$ cat src/rtl/rowwise_reduce_pkg.sv
// Shared fixed-point types and constants for the rowwise reduction unit.
// The rowwise units also reuse FP_MIN and FP_MAX for their saturation bounds.
package rowwise_reduce_pkg;

  localparam int FP_W      = 16;
  localparam int FRAC_BITS = 8;
  localparam int D         = 8;
  localparam int ACC_W     = FP_W + $clog2(D) + 1;

  typedef logic signed [FP_W-1:0] fixed_point_t;
  typedef logic [$clog2(D)-1:0]   DI_t;

  typedef enum logic [1:0] {
    RED_SUM   = 2'd0,
    RED_MAX   = 2'd1,
    RED_SUMSQ = 2'd2
  } reduce_op_t;

  typedef enum logic [1:0] {
    ST_IDLE  = 2'd0,
    ST_ACCUM = 2'd1,
    ST_DONE  = 2'd2
  } red_state_t;

  localparam fixed_point_t FP_MAX = {1'b0, {(FP_W-1){1'b1}}};
  localparam fixed_point_t FP_MIN = {1'b1, {(FP_W-1){1'b0}}};

endpackage

$ cat src/rtl/rowwise_reduce_step.sv
// One reduction step: folds element x into the accumulator for the given op.
// Sums saturate at the signed ACC_W limits; sat flags when that clipping happens.
module rowwise_reduce_step
  import rowwise_reduce_pkg::*;
#(
  parameter int AW = ACC_W
) (
  input  logic signed [AW-1:0] acc,
  input  fixed_point_t         x,
  input  reduce_op_t           op,
  output logic signed [AW-1:0] next_acc,
  output logic                 sat
);

  // Working width holds acc plus the largest possible square without wrapping.
  localparam int SW = 2*FP_W + 2;
  localparam logic signed [SW-1:0] LIM_MAX = $signed({{(SW-AW+1){1'b0}}, {(AW-1){1'b1}}});
  localparam logic signed [SW-1:0] LIM_MIN = $signed({{(SW-AW+1){1'b1}}, {(AW-1){1'b0}}});

  logic signed [2*FP_W-1:0] x_p;
  logic signed [2*FP_W-1:0] prod;
  logic signed [2*FP_W-1:0] sq_sh;
  logic signed [SW-1:0]     acc_w;
  logic signed [SW-1:0]     x_w;
  logic signed [SW-1:0]     sum_w;

  always_comb begin
    x_p      = (2*FP_W)'(x);
    prod     = x_p * x_p;
    sq_sh    = prod >>> FRAC_BITS;
    acc_w    = SW'(acc);
    x_w      = SW'(x);
    sum_w    = acc_w;
    next_acc = acc;
    sat      = 1'b0;
    case (op)
      RED_MAX: begin
        if (x_w > acc_w) next_acc = AW'(x_w);
      end
      RED_SUMSQ: sum_w = acc_w + SW'(sq_sh);
      default:   sum_w = acc_w + x_w;
    endcase
    if (op != RED_MAX) begin
      if (sum_w > LIM_MAX) begin
        next_acc = AW'(LIM_MAX);
        sat      = 1'b1;
      end else if (sum_w < LIM_MIN) begin
        next_acc = AW'(LIM_MIN);
        sat      = 1'b1;
      end else begin
        next_acc = AW'(sum_w);
      end
    end
  end

endmodule

$ cat src/rtl/rowwise_reduce.sv
// Reduces N_ELEM scratchpad elements (one per cycle) to a saturated scalar
// via SUM, MAX or SUMSQ, then holds it until the consumer takes it.
module rowwise_reduce
  import rowwise_reduce_pkg::*;
#(
  parameter int N_ELEM = D
) (
  input  logic         clk_i,
  input  logic         rst_i,
  input  logic         in_valid_i,
  output logic         in_ready_o,
  input  reduce_op_t   reduce_op_i,
  output DI_t          vector_addr_o,
  input  fixed_point_t vector_r_data_i,
  output logic         out_valid_o,
  input  logic         out_ready_i,
  output fixed_point_t result_o,
  output logic         overflow_o,
  output red_state_t   dbg_state_o
);

  // Handshakes: a transfer happens on a rising clk edge where valid & ready are
  // both high; valid holds its payload until then and never waits on ready.
  localparam logic signed [ACC_W-1:0] ACC_FP_MAX = ACC_W'(FP_MAX);
  localparam logic signed [ACC_W-1:0] ACC_FP_MIN = ACC_W'(FP_MIN);

  red_state_t              state_q, state_d;
  DI_t                     count_q;
  logic signed [ACC_W-1:0] acc_q;
  reduce_op_t              op_q;
  logic                    acc_sat_q;
  logic signed [ACC_W-1:0] step_acc;
  logic                    step_sat;
  logic                    accept;
  logic                    clip_hi;
  logic                    clip_lo;

  rowwise_reduce_step #(.AW(ACC_W)) u_step (
    .acc      (acc_q),
    .x        (vector_r_data_i),
    .op       (op_q),
    .next_acc (step_acc),
    .sat      (step_sat)
  );

  always_ff @(posedge clk_i or posedge rst_i) begin
    if (rst_i) state_q <= ST_IDLE;
    else       state_q <= state_d;
  end

  always_comb begin
    state_d       = state_q;
    in_ready_o    = 1'b0;
    out_valid_o   = 1'b0;
    vector_addr_o = '0;
    accept        = 1'b0;
    case (state_q)
      ST_IDLE: begin
        in_ready_o = 1'b1;
        accept     = in_valid_i;
        if (in_valid_i) state_d = ST_ACCUM;
      end
      ST_ACCUM: begin
        vector_addr_o = count_q;
        if (count_q == DI_t'(N_ELEM-1)) state_d = ST_DONE;
      end
      ST_DONE: begin
        out_valid_o = 1'b1;
        if (out_ready_i) state_d = ST_IDLE;
      end
      default: state_d = ST_IDLE;
    endcase
  end

  always_ff @(posedge clk_i or posedge rst_i) begin
    if (rst_i) begin
      count_q   <= '0;
      acc_q     <= '0;
      op_q      <= RED_SUM;
      acc_sat_q <= 1'b0;
    end else if (accept) begin
      count_q   <= '0;
      acc_sat_q <= 1'b0;
      // Encodings outside the enum fall back to SUM.
      case (reduce_op_i)
        RED_MAX: begin
          op_q  <= RED_MAX;
          acc_q <= ACC_FP_MIN;
        end
        RED_SUMSQ: begin
          op_q  <= RED_SUMSQ;
          acc_q <= '0;
        end
        default: begin
          op_q  <= RED_SUM;
          acc_q <= '0;
        end
      endcase
    end else if (state_q == ST_ACCUM) begin
      acc_q     <= step_acc;
      acc_sat_q <= acc_sat_q | step_sat;
      count_q   <= count_q + DI_t'(1);
    end
  end

  always_comb begin
    clip_hi    = acc_q > ACC_FP_MAX;
    clip_lo    = acc_q < ACC_FP_MIN;
    result_o   = '0;
    overflow_o = 1'b0;
    if (state_q == ST_DONE) begin
      if (clip_hi)      result_o = FP_MAX;
      else if (clip_lo) result_o = FP_MIN;
      else              result_o = acc_q[FP_W-1:0];
      overflow_o = acc_sat_q | clip_hi | clip_lo;
    end
  end

  assign dbg_state_o = state_q;

endmodule

$ cat config.mk
export PLATFORM = sky130hd
export DESIGN_NAME = rowwise_reduce
export DESIGN_NICKNAME = d
export VERILOG_FILES = /design/src/rtl/rowwise_reduce_pkg.sv /design/src/rtl/rowwise_reduce_step.sv /design/src/rtl/rowwise_reduce.sv
export SDC_FILE = /design/constraint.sdc
export NUM_CORES = 1
export LEC_CHECK = 0
export CORE_MARGIN = 2
export CORE_UTILIZATION = 65
export DETAILED_ROUTE_END_ITERATION = 12
export DONT_BUFFER_PORTS = 1
export GPL_ROUTABILITY_DRIVEN = 1
export PLACE_DENSITY_LB_ADDON = 0.12
export SYNTH_ARGS = -nofsm -noshare
export SYNTH_HDL_FRONTEND = slang
export SYNTH_SLANG_ARGS = --single-unit
$ cat constraint.sdc
create_clock -name clk_i -period 4.1 [get_ports clk_i]
set_input_delay 0.82 -clock clk_i [delete_from_list [all_inputs] [get_ports clk_i]]
set_output_delay 0.82 -clock clk_i [all_outputs]
set_load 0.01 [all_outputs]
# Word-level counts from Yosys, hierarchy flattened
# Index checks and enable logic that the tools add are counted.
dict set report word_totals {
  regBits 28
  output_inout_bits 24
  elab_cells 63
}
dict set report classes {
  n_addsub 3
  mul 1
  magnitude_cmp 5
  n_eq_ne 11
  mux 29
  bitwise 3
  reduce_logical 6
}
# operator n
set op_table {}
lappend op_table {{$mux 20} 8}
lappend op_table {{$pmux 34 s2} 1}
lappend op_table {{$mux 16} 3}
lappend op_table {{$gt 34x20->1 const B} 1}
lappend op_table {{$lt 34x20->1 const B} 1}
lappend op_table {{$mul 16x16->32} 1}
lappend op_table {{$add 20x24->25} 1}
lappend op_table {{$add 20x16->21} 1}
lappend op_table {{$gt 16x20->1} 1}
lappend op_table {{$gt 20x16->1 const B} 1}
lappend op_table {{$lt 20x16->1 const B} 1}
lappend op_table {{$mux 1} 9}
lappend op_table {{$mux 3} 3}
lappend op_table {{$eq 2x1->1 const B} 3}
lappend op_table {{$eq 2x2->1 const B} 3}
lappend op_table {{$mux 2} 3}
lappend op_table {{$ne 2x2->1 const B} 3}
lappend op_table {{$pmux 2 s3} 1}
lappend op_table {{$reduce_and 3->1} 2}
lappend op_table {{$reduce_bool 3->1} 2}
lappend op_table {{$pmux 2 s2} 1}
lappend op_table {{$add 3x1->3 const B} 1}
lappend op_table {{$eq 3x3->1 const B} 1}
lappend op_table {{$or 1x1->1} 3}
lappend op_table {{3 further kinds} 3}

# Longest topological paths before layout
# Gate-level depths: netlist of run 1.
dict set report depth {
  depth_word 10
  ltp_mapped 36
}

# Cells and area by module
# From an unflattened synthesis of run 1, not the netlist that was laid out.
dict set report hier_totals {
  cells_unflattened 1595
  hier_area_um2 13850.8
}
# module instances cells_per_inst area_per_inst_um2 seq_area_each_um2
set modules_own_cells {}
lappend modules_own_cells {rowwise_reduce_step 1 1489 12570.8 0.0}
lappend modules_own_cells {rowwise_reduce 1 106 1280.0 700.7}

# Worst setup path after synthesis of run 1
# OpenSTA, ideal clock, no wires.
dict set report synth_timing {
  path_kind {in2reg}
  start {in vector_r_data_i[15]}
  end {reg acc_sat_q}
  arrival_time_ps 8854
  required_time_ps 3978
  slack_ps -4876
  stages 32
  n_path_buf 2
  cell_sequence {clkbuf_1 > clkinv_1 > clkbuf_1 > nor2_1 > fa_1 > fa_1 > fa_1 > fa_1 > fa_1 > inv_1 > fa_1 > inv_1 > ha_1 > a21oi_1 > nor2b_1 > o21ai_0 > o21ai_0 > a41o_1 > o22ai_1 > inv_1 > a21oi_1 > xnor2_1 > ha_1 > and4_1 > and3_1 > or4b_4 > and4_4 > o31ai_2 > nand3_2 > and4bb_4 > o32ai_1 > a32o_1}
}
dict set report synth_between {
  elab_chain_cells 10
  word_cells_on_any_way 12
}
# element line
set synth_lines {}
lappend synth_lines {{start: declaration} rowwise_reduce.sv:14} ;# input fixed_point_t vector_r_data_i,
lappend synth_lines {{$mul 16x16->32} rowwise_reduce_step.sv:29} ;# prod = x_p * x_p;
lappend synth_lines {{$add 20x24->25} rowwise_reduce_step.sv:40} ;# RED_SUMSQ: sum_w = acc_w + SW'(sq_sh);
lappend synth_lines {{$pmux 34 s2 (*)} rowwise_reduce_step.sv:36} ;# case (op)
lappend synth_lines {{$lt 34x20->1} rowwise_reduce_step.sv:47} ;# end else if (sum_w < LIM_MIN) begin
lappend synth_lines {{$mux 1} rowwise_reduce_step.sv:47}
lappend synth_lines {{$mux 1 (*)} rowwise_reduce_step.sv:44} ;# if (sum_w > LIM_MAX) begin
lappend synth_lines {{$mux 1 (*)} rowwise_reduce_step.sv:43} ;# if (op != RED_MAX) begin
lappend synth_lines {{$or 1x1->1 (*)} rowwise_reduce.sv:101} ;# acc_sat_q <= acc_sat_q | step_sat;
lappend synth_lines {{$mux 1 (*)} rowwise_reduce.sv:99} ;# end else if (state_q == ST_ACCUM) begin
lappend synth_lines {{$mux 1 (*)} rowwise_reduce.sv:81} ;# end else if (accept) begin
lappend synth_lines {{end signal: assignment} rowwise_reduce.sv:101}
lappend synth_lines {{end: declaration} rowwise_reduce.sv:31} ;# logic acc_sat_q;
# Every way passes the cells marked *; elsewhere a longest branch is shown, timed or not. The select of a mux whose other input is x is not followed.
# A chain may end at the register's enable or synchronous reset.

# Worst setup path after layout of run 1
dict set report layout_timing {
  start {in vector_r_data_i[7]}
  end {reg acc_q[15]}
}
dict set report layout_between {
  elab_chain_cells 9
  word_cells_on_any_way 14
}
# element line
set layout_lines {}
lappend layout_lines {{$mul 16x16->32} rowwise_reduce_step.sv:29}
lappend layout_lines {{$add 20x24->25} rowwise_reduce_step.sv:40}
lappend layout_lines {{$pmux 34 s2} rowwise_reduce_step.sv:36}
lappend layout_lines {{$lt 34x20->1} rowwise_reduce_step.sv:47}
lappend layout_lines {{$mux 20} rowwise_reduce_step.sv:47}
lappend layout_lines {{$mux 20} rowwise_reduce_step.sv:44}
lappend layout_lines {{$mux 20} rowwise_reduce_step.sv:43}
lappend layout_lines {{$mux 20} rowwise_reduce.sv:99}
lappend layout_lines {{$mux 20} rowwise_reduce.sv:81}
lappend layout_lines {{end signal: assignment} rowwise_reduce.sv:100} ;# acc_q <= step_acc;
lappend layout_lines {{end: declaration} rowwise_reduce.sv:29} ;# logic signed [ACC_W-1:0] acc_q;
# Several ways; a longest one is shown, not always the timed one. The select of a mux whose other input is x is not followed.

==> results of run 1 <==
-- cell type report --
type / instances / area, um2 / area share [%]
Timing Repair Buffer: 253 / 1970 / 12.1
Sequential cell: 28 / 701 / 4.29
Tap cell: 270 / 338 / 2.07
Inverter: 386 / 1500 / 9.20
Clock buffer: 4 / 88.8 / 0.543
Multi-Input combinational cell: 1134 / 11700 / 71.8
-- per-layer routing --
layer	vias up	global-route usage (%)	wire length [um]
met5	-	0	0
met4	0	14.9	1920
met3	144	4.10	2630
met2	509	64.5	19800
met1	5991	47.9	15300
li1	5537	-	-
-- critical path: cells and delay by family --
family / cells / cell delay [ns]
adders and majority gates: 8 / 3.66
xor gates and xnor gates: 1 / 0.08
AOI/OAI and AO/OA: 7 / 1.14
and+or+nand+nor: 9 / 2.04
buffers and inverters: 6 / 0.67
-- final timing paths --
check                            end  slack, ns  cells after the start          startpoint
hold reg to reg              op_q[1]       0.51                      2             op_q[1]
max in group asynchronous   acc_q[7]       2.73                      1               rst_i
min in group asynchronous  acc_sat_q       0.72                      1               rst_i
setup / recovery           acc_q[15]      -4.15                     31  vector_r_data_i[7]
hold / removal               op_q[1]       0.51                      2             op_q[1]
setup reg to reg           acc_q[15]       0.57                     11            acc_q[2]
-- cell usage in the layout, fill, tap and decap left out, types with 7 or more instances in the layout --
master and instances:
xor2_1 18, o211ai_2 10, a31oi_1 7, buf_6 10, a21oi_2 8, nand4_1 27, nor2_2 14, inv_1 359
dfrtp_1 28, buf_4 240, and2_1 13, ha_1 143, inv_2 12, nor2_1 79, o21a_1 28, fa_2 8
nand2_2 10, nor3_1 17, o21ai_1 7, a221oi_1 11, nor2b_1 11, fa_1 231, xnor2_1 50, o21ai_0 35
clkinvlp_4 7, nand2_1 125, a21o_1 12, nand2b_1 15, o211ai_1 16, nand3_1 12, o221ai_1 9, nor2_4 11
a21oi_1 68
-- metrics by stage --
step	TNS (ns)	cell area, um2
CTS	-84.21	16100
global placement	-93.35	15600
global route	-92.11	16300
detailed placement	-96.06	15600
floorplan	-84.17	14000
finish	-85.78	16300
-- repair_timing --
item / in CTS / in global routing
buffers inserted: 23 / 9
cloned: 1 / 0
gates resized for setup: 51 / 44
endpoints found under the setup margin: 21 / 21
pin swaps: 36 / 59
-- cell families after synthesis --
family / share of synthesized area, %
buffers and inverters: 12.1
adder cells (fa/ha/maj): 49.8
AND/OR/NAND/NOR: 13.4
AO/OA/AOI/OAI: 14.7
XOR/XNOR: 4.61
flip-flops: 5.20
multiplexers: 0.232
-- synthesized netlist by cell type, drive strengths merged (12+ instances only) --
master    n  area, um2
o211ai   27        258
nor3     18       90.1
inv     378       1420
xor2     18        158
nor2b    12       75.1
nand3    14       75.1
nor2    104        398
clkbuf   43        161
dfrtp    28        701
and2     16        100
o21ai    47        235
a21o     12       90.1
ha      154       1930
o21a     28        210
xnor2    53        464
a21oi    80        400
nand4    28        181
nand2b   15       93.8
nand2   137        514
fa      239       4780
-- registers in the layout (all words and copies together), names as in the netlist --
register / cells
acc_q: 20
dbg_state_o: 2
count_q: 3
acc_sat_q: 1
op_q: 2
==> metrics.md, run 1 <==
| Metric | Value |
|---|---|
| CP endpoint kind | `flip-flop` |
| Required @ worst endpoint | `4.27 ns` |
| EDFF count, synth | `0` |
| Max Buffers Root-to-Sink | `2` |
| Outcome | `complete, but fails checks` |
| CP Max Fanout | `16` |
| Critical path's largest stage delay | `0.56 ns` |
| Final net count | `2,221` |
| Worst setup path class | `input port to flip-flop` |
| Drt initial violations | `1,000` |
| DP Worst Slack | `-4.70 ns` |
| Core box area | `20,300 um2` |
| Clock Skews | `0.00617 ns` |
| First-pass DRT Iterations | `5` |
| Hold_ws | `0.509 ns` |
| Num CTS Buffers | `3` |
| CP Launch Type | `input port` |
| Remaining DRCs | `0` |
| Initial Utilization | `66.4%` |
| Asr flop ratio synth | `100%` |
| TritonCTS clock tree | `built` |
| Slew Limit Fails | `0` |
| Initial antenna violation count | `0` |
| Largest net degree at the start of global routing | `32` |
| Worst-Skew Late Latency | `0.27 ns` |
| CP max-delay cell | `fa_1` |
| Avg Cell Area, Syn | `8.45 um2` |
| Final critical delay including setup and external delays | `8.25 ns` |
| Die width | `148 um` |
| Final worst setup slack | `-4.15 ns` |
| Register area share after synthesis | `5.20%` |
| Placed Cells | `2,039` |
| Via density per instance | `5.87` |
| Max-slew headroom | `27.3%` |
| Core Rows | `52` |
| Root Driver | `clkbuf_16` |
| Mapped Cells | `1,595` |
| # IOs | `46` |
| Max Cap Viol | `0` |
| Final hold violation count | `0` |
| Detailed Route WL | `39,700 um` |
| Synth unique cells | `76` |
| Via count | `12,181` |
| Cell Area, Synth | `13,500 um2` |
| Global route overflow | `0` |
| First-pass GRT wire length | `64,400 um` |
| # fillers | `1,326` |
| CTS Hold Bufs | `0` |
| Maximum operating frequency | `121 MHz` |
| RSZ-0062 raised after global routing | `true` |
| Sink Count | `28` |
| Final Non-Filler Cells | `2,075` |
| Gr usage total | `37.2%` |
| Fin crit share | `201%` |
| Most used cell along the critical path | `fa_1` |
| Post-route core utilization | `80.5%` |
| Layout cells sized above 1 | `22.9%` |
| Port-buffer cells | `0` |
| Placer Congestion | `0.994` |
| ANT nets after route | `0` |
| Die Y | `148 um` |
| Vias in the first global route | `12,962` |
| Htree depth | `1` |
| Die footprint | `21,900 um2` |
| WP data arrival | `8.43 ns` |
| Clk slew on worst S/H paths | `0.07 ns` |
| Hpwl dp | `31,800 um` |
| Area growth from synthesis to layout | `21.2%` |
| Diode count | `0` |
| Routed len/inst | `19.1 um` |
| Failing checks | `setup timing` |
| Final Setup Violations | `21` |
| Hold Path Class | `flip-flop to flip-flop` |
| Synth Flop Type | `dfrtp_1` |
| Worst Tran Pin Value | `1.09 ns` |
| Ys Warns | `0` |
| Post-Syn Nets | `2,010` |
| FF+latch count, synth | `28` |
Power of run 1 is not shown: default switching activity piles up to over one toggle a cycle in this logic, so the estimate is an artifact.
==> inputs of run 2 (changes only) <==
Settings changed: CORE_UTILIZATION 65 to 45.
==> run 2 against run 1 <==
  * The flow still finishes with violations (setup timing)
  * First-iteration DRC count decreased by 32%
  * Non-clock buffer count increased by 5
  * Global-route usage decreased by 11 points
  * Utilization decreased by 24 points
  * Sequential share of layout area decreased by 0.058 points
  * Die area increased by 43%
  * Clock skew decreased by 0.0033 ns
  * Maximum frequency decreased by 1.1%
  * Setup slack got worse by 0.088 ns
  * Register-to-register slack got worse by 0.02 ns
  * Design area increased by 1.4%
==> metrics.md, run 2 (same netlist as run 1, synthesis figures left out) <==
| Metric | Value |
|---|---|
| Outcome | `complete, but fails checks` |
| Failing checks | `setup timing` |
| TritonCTS clock tree | `built` |
| Worst Reg-to-Reg Cells | `12 (+1)` |
| Via density per instance | `5.23 (-11%)` |
| CP max-delay cell | `fa_1` |
| Commonest non-fill, non-tap cell in the layout | `inv_1` |
| Detailed Route WL | `39,100 um (-1.4%)` |
| Initial antenna violation count | `0 (unchanged)` |
| Reg with most FFs | `acc_q` |
| First-pass GRT wire length | `64,000 um (-0.68%)` |
| Final hold violation count | `0 (unchanged)` |
| Via count | `11,507 (-5.5%)` |
| Hold wc startpoint | `op_q[0]` |
| Max Cap Viol | `0 (unchanged)` |
| Largest net degree at the start of global routing | `32 (unchanged)` |
| Global route overflow | `0 (unchanged)` |
| Sink Count | `28 (unchanged)` |
| RSZ-0062 raised after global routing | `true` |
| Gr usage total | `26.0% (-11 points)` |
| Hold Path Class | `flip-flop to flip-flop` |
| Final critical delay including setup and external delays | `8.34 ns (+0.0881 ns)` |
| Final Setup Violations | `21 (unchanged)` |
| Max reg flops | `20 (unchanged)` |
| Most used cell along the critical path | `fa_1` |
| Routed len/inst | `17.8 um (-7.0%)` |
| Die width | `177 um (+20%)` |
| Area growth from synthesis to layout | `22.9%` |
| Worst r2r dst | `acc_q[16]` |
| Root Driver | `clkbuf_16` |
| Clock Skews | `0.00285 ns (-0.00331 ns)` |
| Htree depth | `1 (unchanged)` |
| Worst min-delay path endpoint | `op_q[0]` |
| Drt initial violations | `683 (-32%)` |
| Num CTS Buffers | `3 (unchanged)` |
| R2r startpoint | `acc_q[1]` |
| Worst-Skew Late Latency | `0.27 ns (about the same)` |
| Slew Limit Fails | `0 (unchanged)` |
| Maximum operating frequency | `120 MHz (-1.1%)` |
| Die footprint | `31,400 um2 (+43%)` |
| Vias in the first global route | `12,219 (-5.7%)` |
| Worst setup path class | `input port to flip-flop` |
| Fin crit share | `203% (+2.1 points)` |
| Hold path cells | `1 (-1)` |
| Initial Utilization | `45.6% (-21 points)` |
| Flop2flop setup slack | `0.55 ns (-0.02 ns)` |
| Core Rows | `63 (+21%)` |
| Port-buffer cells | `0 (unchanged)` |
| ANT nets after route | `0 (unchanged)` |
| Hold_ws | `0.515 ns (+0.00578 ns)` |
| Worst Tran Pin Value | `1.16 ns (+0.0690 ns)` |
| Critical path's largest stage delay | `0.55 ns (about the same)` |
| Required @ worst endpoint | `4.27 ns (about the same)` |
| Max-slew headroom | `22.7% (-4.6 points)` |
| Clk slew on worst S/H paths | `0.07 ns (about the same)` |
| Final net count | `2,226 (+0.23%)` |
| # IOs | `46 (unchanged)` |
| Most frequent cells in the layout | `356 x inv_1, 240 x buf_4, 230 x fa_1, 140 x ha_1, 123 x nand2_1` |
| Hpwl dp | `32,800 um (+3.1%)` |
| Die Y | `177 um (+20%)` |
| # fillers | `2,758 (+110%)` |
| CP Max Fanout | `15 (-1)` |
| CP endpoint kind | `flip-flop` |
| WP data arrival | `8.52 ns (+0.09 ns)` |
| Layout cells sized above 1 | `23.4% (+0.54 points)` |
| First-pass DRT Iterations | `5 (unchanged)` |
| Final worst setup slack | `-4.24 ns (-0.0881 ns)` |
| Placer Congestion | `0.907 (-8.8%)` |
| Diode count | `0 (unchanged)` |
| Remaining DRCs | `0 (unchanged)` |
| CP Launch Type | `input port` |
| Max Buffers Root-to-Sink | `2 (unchanged)` |
| Largest registers | `acc_q (20), count_q (3)` |
| Core box area | `29,600 um2 (+46%)` |
[run 2: cell types whose count changed in the layout (fill, tap and decap cells not counted), moves of 3 or more]
cell     previous run  this run
or2_4               4         1
buf_6              10        15
a21oi_2             8        13
inv_2              12        15
ha_4                6        10
a21oi_4             4         1
o21ai_2             4         0
inv_1             359       356
o21ai_1             7        11
ha_1              143       140
[run 2: how the worst max path moves through the flow]
stage	startpoint	end	slack (ns)	cells after the start
floorplan	vector_r_data_i[6]	acc_sat_q	-4.10	33
global placement	vector_r_data_i[5]	acc_sat_q	-4.62	31
detailed placement	vector_r_data_i[5]	acc_q[16]	-4.68	33
CTS	vector_r_data_i[6]	acc_q[16]	-4.19	34
global route	vector_r_data_i[6]	acc_q[16]	-4.53	34
finish	vector_r_data_i[6]	acc_q[16]	-4.24	30
[run 2: area by class of cell]
class / instances / area (um2) / share of cell area [%]
Tap cell: 390 / 488 / 2.94
Inverter: 386 / 1500 / 9.07
Sequential cell: 28 / 701 / 4.23
Multi-Input combinational cell: 1134 / 11800 / 70.9
Clock buffer: 4 / 88.8 / 0.536
Timing Repair Buffer: 258 / 2040 / 12.3
[run 2: routing by layer]
metal / track usage, % / vias up / wire length [um]
met5: 0 / - / 0
met3: 2.08 / 57 / 1400
met2: 44.2 / 242 / 19100
met4: 6.03 / 0 / 1080
li1: - / 5538 / -
met1: 36.0 / 5670 / 17500
[run 2: metrics by stage]
step           setup slack [ns]  TNS (ns)  cells  utilization [%]  cell area, um2
3_3_place_gp              -4.62    -95.63   2167             53.6           15800
3_5_place_dp              -4.68    -96.21   2167             53.6           15800
4_1_cts                   -4.19    -86.56   2182             54.8           16200
6_report                  -4.24    -87.05   2200             56.1           16600
5_1_grt                   -4.53    -93.25   2200             56.1           16600
2_1_floorplan             -4.10    -84.17   1595                -           14000
[run 2: repair_timing]
action | 4_1_cts | 5_1_grt
pin swaps | 49 | 51
gates resized for setup | 49 | 53
hold buffers | 0 | 0
setup buffers | 12 | 17
endpoints found under the setup margin | 21 | 21
gates cloned | 0 | 1
[run 2: critical path: cells and delay by family]
family / cells / cell delay, ns
AO/OA/AOI/OAI: 5 / 0.94
XOR/XNOR: 1 / 0.09
adder cells (fa/ha/maj): 8 / 3.65
buffers and inverters: 4 / 0.48
AND/OR/NAND/NOR: 12 / 2.51
Power of run 2 is left out for the same reason.
